--- src/rtl/mem_access_unit.sv ---
// MEM-stage load/store engine: drives a word-wide req/ack data-memory bus,
// stalls the pipeline for the access and returns aligned, extended load data.
module mem_access_unit #(
  parameter int ACK_IGNORE_IDLE = 1,
  parameter int L_S_MODE_W      = 3,
  parameter logic [L_S_MODE_W-1:0] L_S_BYTE   = L_S_MODE_W'(0),
  parameter logic [L_S_MODE_W-1:0] L_S_BYTE_U = L_S_MODE_W'(1),
  parameter logic [L_S_MODE_W-1:0] L_S_HALF   = L_S_MODE_W'(2),
  parameter logic [L_S_MODE_W-1:0] L_S_HALF_U = L_S_MODE_W'(3),
  parameter logic [L_S_MODE_W-1:0] L_S_WORD   = L_S_MODE_W'(4)
) (
  input  logic                  clk,
  input  logic                  rst,
  input  logic                  mem_read_en,
  input  logic                  mem_write_en,
  input  logic [L_S_MODE_W-1:0] l_s_mode,
  input  logic [31:0]           addr,
  input  logic [31:0]           wdata,
  output logic                  stall,
  output logic [31:0]           rdata,
  output logic                  rdata_valid,
  output logic                  misalign,
  output logic                  bus_err,
  output logic                  dm_req,
  output logic                  dm_we,
  output logic [31:0]           dm_addr,
  output logic [3:0]            dm_be,
  output logic [31:0]           dm_wdata,
  input  logic                  dm_ack,
  input  logic [31:0]           dm_rdata
);

  typedef enum logic [1:0] {S_IDLE, S_BUS, S_DONE} state_t;

  localparam logic [1:0] SZ_BYTE = 2'd0;
  localparam logic [1:0] SZ_HALF = 2'd1;
  localparam logic [1:0] SZ_WORD = 2'd2;

  // Unknown modes fall through to word size.
  function automatic logic [1:0] f_size(input logic [L_S_MODE_W-1:0] mode);
    logic [1:0] sz;
    sz = SZ_WORD;
    if (mode == L_S_BYTE || mode == L_S_BYTE_U) sz = SZ_BYTE;
    else if (mode == L_S_HALF || mode == L_S_HALF_U) sz = SZ_HALF;
    return sz;
  endfunction

  function automatic logic f_aligned(input logic [1:0] sz, input logic [1:0] off);
    logic ok;
    case (sz)
      SZ_BYTE: ok = 1'b1;
      SZ_HALF: ok = ~off[0];
      default: ok = (off == 2'b00);
    endcase
    return ok;
  endfunction

  function automatic logic [3:0] f_be(input logic [1:0] sz, input logic [1:0] off);
    logic [3:0] be;
    case (sz)
      SZ_BYTE: be = 4'b0001 << off;
      SZ_HALF: be = off[1] ? 4'b1100 : 4'b0011;
      default: be = 4'b1111;
    endcase
    return be;
  endfunction

  function automatic logic [31:0] f_store_data(input logic [1:0] sz, input logic [31:0] d);
    logic [31:0] w;
    case (sz)
      SZ_BYTE: w = {4{d[7:0]}};
      SZ_HALF: w = {2{d[15:0]}};
      default: w = d;
    endcase
    return w;
  endfunction

  function automatic logic [31:0] f_load(input logic [L_S_MODE_W-1:0] mode,
                                         input logic [1:0] off,
                                         input logic [31:0] raw);
    logic [7:0]  b;
    logic [15:0] h;
    logic [31:0] r;
    case (off)
      2'd0:    b = raw[7:0];
      2'd1:    b = raw[15:8];
      2'd2:    b = raw[23:16];
      default: b = raw[31:24];
    endcase
    h = off[1] ? raw[31:16] : raw[15:0];
    if (mode == L_S_BYTE)        r = {{24{b[7]}}, b};
    else if (mode == L_S_BYTE_U) r = {24'd0, b};
    else if (mode == L_S_HALF)   r = {{16{h[15]}}, h};
    else if (mode == L_S_HALF_U) r = {16'd0, h};
    else                         r = raw;
    return r;
  endfunction

  state_t                  r_state;
  state_t                  w_state_nxt;
  logic                    w_req;
  logic                    w_aligned;
  logic                    w_accept;
  logic                    w_stall;
  logic                    w_misalign;
  logic                    w_rdata_valid;
  logic [1:0]              w_size;

  logic                    r_rd;
  logic [L_S_MODE_W-1:0]   r_mode;
  logic [1:0]              r_off;
  logic                    r_dm_req;
  logic                    r_dm_we;
  logic [31:0]             r_dm_addr;
  logic [3:0]              r_dm_be;
  logic [31:0]             r_dm_wdata;
  logic [31:0]             r_rdata;
  logic                    r_ack_d;
  logic                    r_bus_err;

  assign w_req     = mem_read_en | mem_write_en;
  assign w_size    = f_size(l_s_mode);
  assign w_aligned = f_aligned(w_size, addr[1:0]);

  always_ff @(posedge clk) begin
    if (rst) r_state <= S_IDLE;
    else     r_state <= w_state_nxt;
  end

  always_comb begin
    w_state_nxt   = r_state;
    w_stall       = 1'b0;
    w_misalign    = 1'b0;
    w_rdata_valid = 1'b0;
    w_accept      = 1'b0;
    case (r_state)
      S_IDLE: begin
        if (w_req) begin
          if (w_aligned) begin
            w_stall     = 1'b1;
            w_accept    = 1'b1;
            w_state_nxt = S_BUS;
          end else begin
            w_misalign  = 1'b1;
          end
        end
      end
      S_BUS: begin
        w_stall = 1'b1;
        if (dm_ack) w_state_nxt = S_DONE;
      end
      S_DONE: begin
        // Requests are deliberately not looked at here: the instruction
        // that caused this access is still presented until DONE ends.
        w_rdata_valid = r_rd;
        w_state_nxt   = S_IDLE;
      end
      default: w_state_nxt = S_IDLE;
    endcase
  end

  always_ff @(posedge clk) begin
    if (rst) begin
      r_rd       <= 1'b0;
      r_mode     <= '0;
      r_off      <= 2'b00;
      r_dm_req   <= 1'b0;
      r_dm_we    <= 1'b0;
      r_dm_addr  <= 32'd0;
      r_dm_be    <= 4'd0;
      r_dm_wdata <= 32'd0;
      r_rdata    <= 32'd0;
      r_ack_d    <= 1'b0;
      r_bus_err  <= 1'b0;
    end else begin
      r_ack_d   <= dm_ack;
      // Only the first cycle of an ack outside BUS is unexpected; an ack held
      // over from a completed access is not.
      r_bus_err <= (ACK_IGNORE_IDLE == 0) && (r_state != S_BUS) && dm_ack && !r_ack_d;
      if (w_accept) begin
        r_rd       <= mem_read_en;
        r_mode     <= l_s_mode;
        r_off      <= addr[1:0];
        r_dm_req   <= 1'b1;
        r_dm_we    <= mem_write_en & ~mem_read_en;
        r_dm_addr  <= {addr[31:2], 2'b00};
        r_dm_be    <= f_be(w_size, addr[1:0]);
        r_dm_wdata <= mem_read_en ? 32'd0 : f_store_data(w_size, wdata);
      end else if (r_state == S_BUS && dm_ack) begin
        r_dm_req <= 1'b0;
        if (r_rd) r_rdata <= f_load(r_mode, r_off, dm_rdata);
      end
    end
  end

  assign stall       = w_stall & ~rst;
  assign misalign    = w_misalign & ~rst;
  assign rdata_valid = w_rdata_valid & ~rst;
  assign rdata       = r_rdata;
  assign bus_err     = r_bus_err;
  assign dm_req      = r_dm_req;
  assign dm_we       = r_dm_we;
  assign dm_addr     = r_dm_addr;
  assign dm_be       = r_dm_be;
  assign dm_wdata    = r_dm_wdata;

endmodule

--- config.mk ---
export PLATFORM = sky130hd
export DESIGN_NAME = mem_access_unit
export DESIGN_NICKNAME = d
export VERILOG_FILES = /design/src/rtl/mem_access_unit.sv
export SDC_FILE = /design/constraint.sdc
export NUM_CORES = 1
export LEC_CHECK = 0
export ABC_CLOCK_PERIOD_IN_PS = 2200
export CORE_MARGIN = 2
export CORE_UTILIZATION = 43
export CTS_CLUSTER_SIZE = 40
export DETAILED_ROUTE_END_ITERATION = 10
export PLACE_DENSITY = 0.81
export SYNTH_ARGS = -nofsm -noshare
export SYNTH_HDL_FRONTEND = slang
export SYNTH_SLANG_ARGS = --single-unit
export TNS_END_PERCENT = 5
--- constraint.sdc ---
create_clock -name clk -period 2.2 [get_ports clk]
set_clock_uncertainty 0.05 [all_clocks]
set_input_delay 0.44 -clock clk [delete_from_list [all_inputs] [get_ports clk]]
set_output_delay 0.44 -clock clk [all_outputs]
set_load 0.01 [all_outputs]
Word-level counts from Yosys, hierarchy flattened --
Cells that the tools add are included. Widths: inputs -> output; s select.
Operators by class: equal/unequal tests 14, shift-type cells 1, muxes and demuxes 27, bitwise logic cells 9, reductions and logical operators 12
Operator list (count):
- $mux 32 | 5
- $pmux 32 s2 | 1
- $pmux 8 s3 | 1
- $mux 16 | 1
- $eq 3x2->1 const B | 4
- $mux 2 | 5
- $mux 1 | 9
- $logic_not 2->1 | 4
- $pmux 4 s2 | 1
- $eq 2x1->1 const B | 3
- $eq 3x1->1 const B | 2
- $logic_not 3->1 | 2
- $ne 2x2->1 const B | 3
- $reduce_and 3->1 | 2
- $and 1x1->1 | 4
- $eq 2x2->1 const B | 2
- $mux 4 | 1
- $not 1->1 | 4
- $pmux 1 s2 | 2
- $pmux 2 s2 | 1
- $shl 1x2->4 const A | 1
- $logic_or 1x1->1 | 2
- $reduce_bool 2->1 | 1
- $logic_and 1x1->1 | 1
- $or 1x1->1 | 1
Word-level totals: bits in registers 108, bits of input ports 104

Depth between registers and ports, before layout --
Gate-level depths: netlist of run 1.
depth in word-level cells 11, gate-level depth with buffers 7, gate-level depth less buffers 4

Worst setup path before layout of run 1 --
Ideal clock, no wire load.
path type input to output, start in l_s_mode[1], end out stall, arrival 1520 ps, slack 190 ps, stages 6, cells stage by stage buf_2 > a21oi_4 > o221a_2 > buf_2 > nor2_1 > nor3_1
On the way: word-level cells in the longest chain between the ends 10
Ends and longest elaborated chain:
- start, declared | RTL line 16 | input logic [L_S_MODE_W-1:0] l_s_mode,
- $eq 3x2->1 | RTL line 44 | else if (mode == L_S_HALF || mode == L_S_HALF_U) sz = SZ_HALF;
- $logic_or 1x1->1 | RTL line 44
- $mux 2 | RTL line 44
- $mux 2 (*) | RTL line 43 | if (mode == L_S_BYTE || mode == L_S_BYTE_U) sz = SZ_BYTE;
- $eq 2x1->1 / $logic_not 2->1 (equally long branches) | RTL line 50 | case (sz)
- $pmux 1 s2 (*) | RTL line 50
- $mux 1 (*) | RTL line 139 | if (w_aligned) begin
- $mux 1 (*) | RTL line 138 | if (w_req) begin
- $pmux 1 s2 (*) | RTL line 136 | case (r_state)
- $and 1x1->1 (*) | RTL line 196 | assign stall = w_stall & ~rst;
- end, declared | RTL line 19 | output logic stall,
Mark *: on every way between the ends. The rest lies on a longest branch, timed or not.

Worst setup path after layout of run 1 --
Same ends and word-level chain as after synthesis.

==> results of run 1 <==
## flip-flops by register name, summed over array words and instances, names as in the netlist, 2 cells and up
register  cells
r_state       2
dm_addr      30
rdata        32
dm_be         4
r_mode        3
r_off         2
dm_wdata     32
## Yosys cell counts (2+ instances only)
cell type and count:
o21ai_0 27, o2bb2ai_1 9, mux2_2 9, a311oi_2 3
mux4_1 5, dfxtp_1 108, mux4_2 3, a22o_1 17
nor2_1 50, a211oi_2 17, a311oi_1 8, buf_6 4
or3_1 2, a21oi_1 38, nor2_2 2, o21ai_1 7
nand2_1 95, o22ai_1 15, a22oi_1 9, mux2i_1 16
nand2b_1 9, a221o_1 7, clkbuf_1 22, buf_4 8
buf_2 14, inv_1 11
## worst max-delay path by stage
stage	from	slack, ns	cells past startpoint	to
after global placement	addr[0]	-0.46	6	stall
after global routing	l_s_mode[1]	-0.05	6	stall
final	l_s_mode[1]	0.06	6	stall
after CTS	l_s_mode[1]	0.001	5	misalign
after detailed placement	addr[0]	-0.45	6	stall
after floorplan	l_s_mode[1]	0.19	6	stall
## per-stage QoR
step | area (sq um) | power [mW] | setup slack (ns)
4_1_cts | 7490 | 4.82 | 0.00104
6_report | 7480 | 4.79 | 0.0610
3_5_place_dp | 7180 | 3.16 | -0.452
3_3_place_gp | 7180 | 3.13 | -0.462
2_1_floorplan | 4920 | 2.63 | 0.190
5_1_grt | 7480 | 4.99 | -0.0507
## cell type report
type / count / area [sq um]
repair buffers: 239 / 2330
multi-input cells: 373 / 2460
well taps: 143 / 179
clock inverters: 7 / 81.3
inverters: 12 / 45.0
fillers: 916 / 3790
flip-flops and latches: 108 / 2160
clock buffers: 9 / 225
## cells by family after synthesis
group | count (synthesis)
AND/OR/NAND/NOR | 169
AO/OA/AOI/OAI | 168
flip-flops | 108
buffers and inverters | 61
multiplexers | 33
other | 1
## per-layer routing
layer,track usage (%),vias up,share of wire [%]
li1,-,2333,-
met1,28.8,2331,40
met2,43.3,231,49
met3,6.18,35,8.0
met4,10.3,0,2.9
met5,0,-,0
## power by group
part / switching (mW) / internal (mW) / total [mW] / leakage (nW)
registers: 0.0595 / 2.05 / 2.11 / 0.880
clock network: 0.769 / 0.902 / 1.67 / 0.152
logic: 0.471 / 0.537 / 1.01 / 1.68
## repair_timing
action,in CTS,in global routing
endpoints found under the setup margin,3,2
pin swaps,2,0
buffers inserted,1,0
resized for setup,11,1
==> flow_metrics.py, run 1 <==
metrics = {
    "timing": {
        "setup_viol": 0,
        "hold_ws_ns": 0.286,
        "max_freq_mhz": 468,
        "worst_pin_slew_ns": 0.880,
        "finalHoldViolCount": 0,
        "layout_min_cycle_time_ns": 2.14,
        "fin_crit_sh_pct": 97.2,
        "report.final.slew_viol_count": 0,
        "rsz0062_at_grt": "yes",
        "tns_ns": 0,
        "slew_headroom_pct": 41.1,
    },
    "detailed_routing": {
        "drt_pre_antenna_iters": 5,
        "routedWlPerCell_um": 17.4,
        "via_per_inst": 5.53,
        "drc": 0,
        "postRouteAntennaNets": 0,
        "initialDrtViolationCount": 217,
        "vias": 4930,
        "drt_wl_total_um": 15500,
    },
    "flow_run": {
        "max_cap_violations": 0,
    },
    "worst_setup_path": {
        "critical_path_required_ns": 1.71,
        "crit_type": "input port to output port",
        "r2r_setup_slack_ns": 0.34,
        "worstPathCellList": "clkdlybuf4s50_1 > a21oi_4 > o221a_2 > nor2_1 > nor3_1 > buf_2",
        "reg2reg_to": "dm_wdata[3]",
        "crit_path_max_fanout": 2,
        "slowest_stage": "clkdlybuf4s50_1",
        "slowest_delay_ns": 0.46,
        "reg2reg_from": "r_state[1]",
        "reg2regPathDepth": 6,
        "arrival_ns": 1.65,
        "path_buf_inv": 2,
        "critPathLaunchType": "input port",
        "endpoint_kind": "output port",
        "path_delay_family": "buffers and inverters",
    },
    "grt": {
        "grt_max_degree": 50,
        "grt_pass1_vias": 5019,
        "antenna_found_initial": 0,
        "overflow": 0,
        "grt_pass1_wl_um": 24900,
        "grt_usage_pct": 24.7,
    },
    "logic_synthesis": {
        "synthXorXnorAreaFrac_pct": 0,
        "netlist_instances": 540,
        "synth_mux_area_share_pct": 9.38,
        "async_flop_share_pct": 0,
        "synth-main-ff-cell": "dfxtp_1",
        "synth_cell_type_count": 51,
        "synth_top_area_share_pct": 44.0,
        "yosysTopAreaCell": "dfxtp_1",
        "synth_compound_area_share_pct": 25.6,
        "synthAdderAreaFrac_pct": 0,
        "synth_top_family_by_area": "compound AO/OA/AOI/OAI gates",
        "yosys_warnings": 0,
        "syn_area_sq_um": 4910,
        "avgSynthCellArea_sq_um": 9.09,
        "yosys.area_share.simple_pct": 14.6,
        "synth_area_leaders": "dfxtp_1 (44%), nand2_1 (7.3%), a211oi_2 (4.3%)",
        "synth_edf_count": 0,
        "ys_ff_latch": 108,
        "yosysSeqAreaShare_pct": 44.0,
    },
    "min_path": {
        "min_path_type": "input port to flop",
        "hold_path_startpoint": "rst",
        "min_path_cells": 2,
        "min_to": "r_state[0]",
    },
    "place": {
        "port_buffers": 206,
        "dp_cells": 874,
        "finalWeightedCongestion": 0.881,
        "place_hpwl_um": 11700,
    },
    "clocking": {
        "cts_tree": "yes",
        "cts.sinks": 108,
        "cts_buffers": 9,
        "clkTransAtPathRegs_ns": 0.07,
        "cts_root_buffer": "clkbuf_16",
        "h-tree-depth": 3,
        "hold_buffers": 0,
        "clkLatencyLatePin_ns": 0.34,
        "clockBufferDepth": 2,
    },
    "finish": {
        "layout_commonest_cell": "clkdlybuf4s50_1",
        "area_growth_pct": 52.4,
        "final_nets": 847,
        "mostFrequentLayoutCells": "clkdlybuf4s50_1 (201), dfxtp_1 (108), nand2_1 (95)",
        "fin_cells": 891,
        "final_util_pct": 66.4,
        "antenna_cells": 0,
        "drive_gt1_share_pct": 12.6,
    },
    "die": {
        "start_util_pct": 43.6,
        "rows": 39,
        "io_pins": 210,
        "fp.dieW_um": 111,
        "core_area_sq_um": 11300,
        "die_h_um": 111,
        "die-area_sq_um": 12300,
    },
    "power": {
        "power_leakage_nw": 2.71,
        "peakVddDrop_v": 0.000464,
        "pwr_density_cell_nw_per_um2": 641,
    },
    "outcome": {
        "status": "finished, final reports clean",
    },
}
No activity file was read; power rests on OpenSTA's default activity.
==> run 2: changes to the inputs <==
--- a/config.mk
+++ b/config.mk
@@ -11,6 +11,7 @@
 export CTS_CLUSTER_SIZE = 40
 export DETAILED_ROUTE_END_ITERATION = 10
 export PLACE_DENSITY = 0.81
+export SKIP_LAST_GASP = 1
 export SYNTH_ARGS = -nofsm -noshare
 export SYNTH_HDL_FRONTEND = slang
 export SYNTH_SLANG_ARGS = --single-unit
==> run 2 against run 1 <==
- utilization is essentially flat
- flip-flop and latch count is the same
- setup slack lost 0.053 ns
- clock power is essentially flat
- sequential share of layout area is essentially flat
- clock-buffer cell count is the same
- register-to-register slack is essentially flat
- critical path depth shrank 3
- die area is the same
- largest cell class unchanged
==> flow_metrics.py, run 2 (synthesis gave the netlist of run 1 again) <==
metrics = {
    "outcome": {
        "status": "finished, final reports clean",
    },
    "place": {
        "pre_cts_slack_ns": -0.452,
        "place_hpwl_um": 11700,
        "postPlaceCellArea_sq_um": 7180,
        "finalWeightedCongestion": 0.881,
        "port_buffers": 206,
    },
    "die": {
        "core_area_sq_um": 11300,
        "start_util_pct": 43.6,
        "fp.dieW_um": 111,
        "die-area_sq_um": 12300,
        "die_h_um": 111,
        "io_pins": 210,
        "rows": 39,
    },
    "timing": {
        "rsz0062_at_grt": "yes",
        "finalHoldViolCount": 0,
        "setup_ws_ns": 0.00848,
        "tns_ns": 0,
        "layout_min_cycle_time_ns": 2.19,
        "setup_viol": 0,
        "slew_headroom_pct": 41.0,
        "worst_pin_slew_ns": 0.881,
        "fin_crit_sh_pct": 99.6,
        "max_freq_mhz": 456,
        "report.final.slew_viol_count": 0,
        "hold_ws_ns": 0.286,
    },
    "finish": {
        "multi_input_area_sq_um": 2460,
        "layout_commonest_cell": "clkdlybuf4s50_1",
        "antenna_cells": 0,
        "drive_gt1_share_pct": 12.6,
        "area_growth_pct": 52.4,
        "n_fill_cell": 915,
        "mostFrequentLayoutCells": "clkdlybuf4s50_1 (202), dfxtp_1 (108), nand2_1 (95)",
        "final_cell_area_sq_um": 7480,
        "final_nets": 847,
        "ff_latch_area_sq_um": 2160,
    },
    "worst_setup_path": {
        "path_delay_family": "buffers and inverters",
        "slowest_stage": "clkdlybuf4s50_1",
        "arrival_ns": 1.70,
        "critical_path_required_ns": 1.71,
        "worstPathCellList": "buf_4 > nor4bb_1 > clkdlybuf4s50_1",
        "crit_type": "flop to output port",
        "critPathLaunchType": "flop",
        "slowest_delay_ns": 0.61,
        "path_buf_inv": 2,
        "endpoint_kind": "output port",
        "crit_path_max_fanout": 5,
    },
    "detailed_routing": {
        "route.met2.wl_um": 7650,
        "wl_met1_um": 6140,
        "vias": 4919,
        "dr_wl_met3_um": 1230,
        "via_per_inst": 5.52,
        "drt_wl_total_um": 15500,
        "postRouteAntennaNets": 0,
        "drc": 0,
        "dr.max_layer_used": "met4",
        "routedWlPerCell_um": 17.4,
        "drt_pre_antenna_iters": 5,
        "initialDrtViolationCount": 227,
    },
    "clocking": {
        "h-tree-depth": 3,
        "cts_root_buffer": "clkbuf_16",
        "hold_buffers": 0,
        "cts_tree": "yes",
        "cts.sinks": 108,
        "clkLatencyLatePin_ns": 0.34,
        "clkTransAtPathRegs_ns": 0.07,
        "clockBufferDepth": 2,
        "cts_buffers": 9,
    },
    "power": {
        "power_leakage_nw": 2.70,
        "pwr_density_cell_nw_per_um2": 640,
        "peakVddDrop_v": 0.000463,
    },
    "grt": {
        "antenna_found_initial": 0,
        "overflow": 0,
        "grt_pass1_vias": 5019,
        "grt_pass1_wl_um": 24900,
        "grt_usage_pct": 24.7,
        "grt_max_degree": 50,
    },
    "flow_run": {
        "max_cap_violations": 0,
    },
    "min_path": {
        "min_path_type": "input port to flop",
    },
}
[run 2: per-layer routing]
metal / up-vias / GRT usage, %
met2: 226 / 43.3
li1: 2333 / -
met1: 2325 / 28.8
met3: 35 / 6.18
met5: - / 0
met4: 0 / 10.3
[run 2: path summary, 6_finish.rpt]
| kind | startpoint | cells after the start | to | slack [ns] |
|---|---|---|---|---|
| max reg2reg | r_state[1] | 6 | dm_wdata[3] | 0.35 |
| min reg2reg | rdata[1] | 2 | rdata[1] | 0.40 |
| max | r_state[0] | 3 | rdata_valid | 0.008 |
| min | rst | 2 | r_state[0] | 0.29 |
[run 2: repair_timing]
item                                    4_1_cts  5_1_grt
pin swaps                                     2        0
buffers inserted                              1        0
endpoints found under the setup margin        3        3
resized for setup                             8        3
[run 2: cell type report]
| cell class | count | share of cell area, % |
|---|---|---|
| clock inverter | 7 | 1.09 |
| tap | 143 | 2.39 |
| clock buffer | 9 | 3.01 |
| multi-input combinational | 373 | 32.9 |
| sequential | 108 | 28.9 |
| timing repair buffer | 239 | 31.1 |
| inverter | 12 | 0.602 |
[run 2: where the power goes]
| group | total [mW] | switching [mW] | leakage, nW | internal (mW) |
|---|---|---|---|---|
| Sequential | 2.11 | 0.0595 | 0.880 | 2.05 |
| Clock | 1.67 | 0.768 | 0.152 | 0.902 |
| Combinational | 1.01 | 0.471 | 1.67 | 0.537 |
| Total | 4.79 | 1.30 | 2.70 | 3.49 |
[run 2: worst register-to-register path: stages (launching register included)]
cell,delay (ns)
dfxtp_1,0.36
nor2_1,0.20
o221a_2,0.23
buf_4,0.42
nor2_2,0.08
buf_4,0.21
a22o_1,0.20
[run 2: through the flow]
step                std cells  power [mW]  util (%)
finish                    891        4.79      66.4
global route              891        4.99      66.4
CTS                       891        4.82      66.4
detailed placement        874        3.16      63.7
global placement          874        3.13      63.7
floorplan                 542        2.63         -
==> run 3: changes to the inputs <==
--- a/config.mk
+++ b/config.mk
@@ -5,9 +5,10 @@
 export SDC_FILE = /design/constraint.sdc
 export NUM_CORES = 1
 export LEC_CHECK = 0
+export ABC_AREA = 1
 export ABC_CLOCK_PERIOD_IN_PS = 2200
 export CORE_MARGIN = 2
-export CORE_UTILIZATION = 43
+export CORE_UTILIZATION = 44
 export CTS_CLUSTER_SIZE = 40
 export DETAILED_ROUTE_END_ITERATION = 10
 export PLACE_DENSITY = 0.81
==> run 3 against run 2 <==
- critical path depth did not move
- non-clock buffer count down 12
- clock-buffer cell count grew 1
- via count increased by 19%
- maximum frequency fell by 0.32%
- clock power up 2%
- wire length grew 7.5%
==> flow_metrics.py, run 3 <==
metrics = {
    "outcome": {
        "status": "finished, final reports clean",
    },
    "detailed_routing": {
        "routedWlPerCell_um": 14.5,
        "via_per_inst": 5.12,
        "drt_pre_antenna_iters": 5,
        "initialDrtViolationCount": 508,
        "postRouteAntennaNets": 0,
        "drt_wl_total_um": 16600,
        "vias": 5868,
        "drc": 0,
    },
    "clocking": {
        "cts_buffers": 9,
        "cts.sinks": 108,
        "clkTransAtPathRegs_ns": 0.06,
        "cts_tree": "yes",
        "clkLatencyLatePin_ns": 0.35,
        "h-tree-depth": 3,
        "hold_buffers": 0,
        "cts_root_buffer": "clkbuf_16",
        "clockBufferDepth": 2,
    },
    "logic_synthesis": {
        "yosysTopAreaCell": "dfxtp_1",
        "synth_top_area_share_pct": 40.4,
        "synth_edf_count": 0,
        "syn_area_sq_um": 5350,
        "ys_ff_latch": 108,
        "yosys_warnings": 0,
        "netlist_instances": 810,
        "avgSynthCellArea_sq_um": 6.61,
        "synth_area_leaders": "dfxtp_1 (40%), nand2_1 (13%), nor2_1 (8.3%)",
        "synth_cell_type_count": 27,
        "synth_commonest_cells": "nand2_1 (184), nor2_1 (118), dfxtp_1 (108)",
        "synth-main-ff-cell": "dfxtp_1",
        "async_flop_share_pct": 0,
        "yosysMostFrequentCell": "nand2_1",
        "yosysSeqAreaShare_pct": 40.4,
    },
    "finish": {
        "n_fill_cell": 1035,
        "multi_input_area_sq_um": 2580,
        "mostFrequentLayoutCells": "clkdlybuf4s50_1 (203), nand2_1 (184), nor2_1 (118)",
        "antenna_cells": 0,
        "ff_latch_area_sq_um": 2160,
        "final_util_pct": 65.5,
        "area_growth_pct": 46.5,
        "drive_gt1_share_pct": 5.90,
        "final_nets": 1099,
        "layout_commonest_cell": "clkdlybuf4s50_1",
    },
    "power": {
        "peakVddDrop_v": 0.000538,
        "power_leakage_nw": 3.40,
        "pwr_density_cell_nw_per_um2": 634,
        "finalPower_mw": 4.97,
    },
    "die": {
        "die-area_sq_um": 13100,
        "start_util_pct": 44.7,
        "die_h_um": 114,
        "fp.dieW_um": 114,
        "core_area_sq_um": 12000,
        "io_pins": 210,
        "rows": 40,
    },
    "timing": {
        "setup_viol": 0,
        "worst_pin_slew_ns": 0.731,
        "rsz0062_at_grt": "yes",
        "finalHoldViolCount": 0,
        "slew_headroom_pct": 51.2,
        "report.final.slew_viol_count": 0,
        "max_freq_mhz": 455,
        "setup_ws_ns": 0.00152,
        "layout_min_cycle_time_ns": 2.20,
        "fin_crit_sh_pct": 99.9,
        "hold_ws_ns": 0.412,
    },
    "grt": {
        "overflow": 0,
        "grt_pass1_wl_um": 27000,
        "grt_pass1_vias": 5528,
        "grt_usage_pct": 26.0,
        "antenna_found_initial": 0,
        "grt_max_degree": 75,
    },
    "flow_run": {
        "max_cap_violations": 0,
    },
    "min_path": {
        "min_path_type": "flop to flop",
    },
    "worst_setup_path": {
        "arrival_ns": 1.71,
        "critical_path_required_ns": 1.71,
        "endpoint_kind": "output port",
        "critPathLaunchType": "input port",
        "crit_type": "input port to output port",
        "crit_path_max_fanout": 5,
    },
    "place": {
        "place_hpwl_um": 11900,
        "pre_cts_slack_ns": -0.298,
        "finalWeightedCongestion": 0.921,
        "port_buffers": 206,
    },
}
-- run 3: changes by cell type after synthesis, sizes merged, moves of 16 or more --
cell,change
a22o,-17
inv,+75
mux2i,-16
nand2,+89
nand3,+80
nor2,+68
o21a,+23
o21ai,+36
-- run 3: repair_timing --
action	4_1_cts	5_1_grt
endpoints found under the setup margin	3	24
gates resized for setup	2	9
buffers inserted	0	0
pin swaps	0	1
-- run 3: power by group --
group | internal, mW | switching (mW)
Combinational | 0.536 | 0.585
Clock | 0.938 | 0.775
Sequential | 2.07 | 0.0689
Total | 3.54 | 1.43
-- run 3: routing by layer --
layer,global-route usage (%),up-vias,share of wire [%]
met3,9.79,38,11
met2,40.6,266,44
met4,11.6,0,2.9
li1,-,2959,-
met1,31.9,2605,42
met5,0,-,0
-- run 3: layout make-up --
cell class | instances | area share [%]
Timing Repair Buffer | 227 | 28.9
Tap cell | 147 | 2.35
Inverter | 86 | 4.12
Multi-Input combinational cell | 563 | 33.0
Clock inverter | 6 | 1.07
Clock buffer | 10 | 3.05
Sequential cell | 108 | 27.6
-- run 3: worst paths after layout --
check	cells after the start	slack (ns)	from	to
hold reg to reg	2	0.41	dm_wdata[13]	dm_wdata[13]
setup reg to reg	6	0.32	r_state[0]	dm_wdata[16]
setup / recovery	3	0.002	rst	rdata_valid
hold / removal	2	0.41	dm_wdata[13]	dm_wdata[13]
-- run 3: worst max-delay path, cell delays in order --
cell and delay [ns]:
clkdlybuf4s50_1 0.50, nor3_2 0.21, clkdlybuf4s50_1 0.56
-- run 3: logic make-up after synthesis --
group | count (synthesis) | share of synthesized area, %
simple gates | 398 | 30.6
flops | 108 | 40.4
buf+inv | 141 | 11.6
compound gates | 162 | 17.3
other cells | 1 | 0.0701
-- run 3: through the flow --
| stage | setup TNS, ns | cell area (sq um) | instances |
|---|---|---|---|
| 3_3_place_gp | -4.96 | 7520 | 1131 |
| 2_1_floorplan | 0 | 5360 | 812 |
| 5_1_grt | -0.0783 | 7840 | 1147 |
| 3_5_place_dp | -8.12 | 7520 | 1131 |
| 6_report | 0 | 7840 | 1147 |
| 4_1_cts | -0.0725 | 7840 | 1147 |
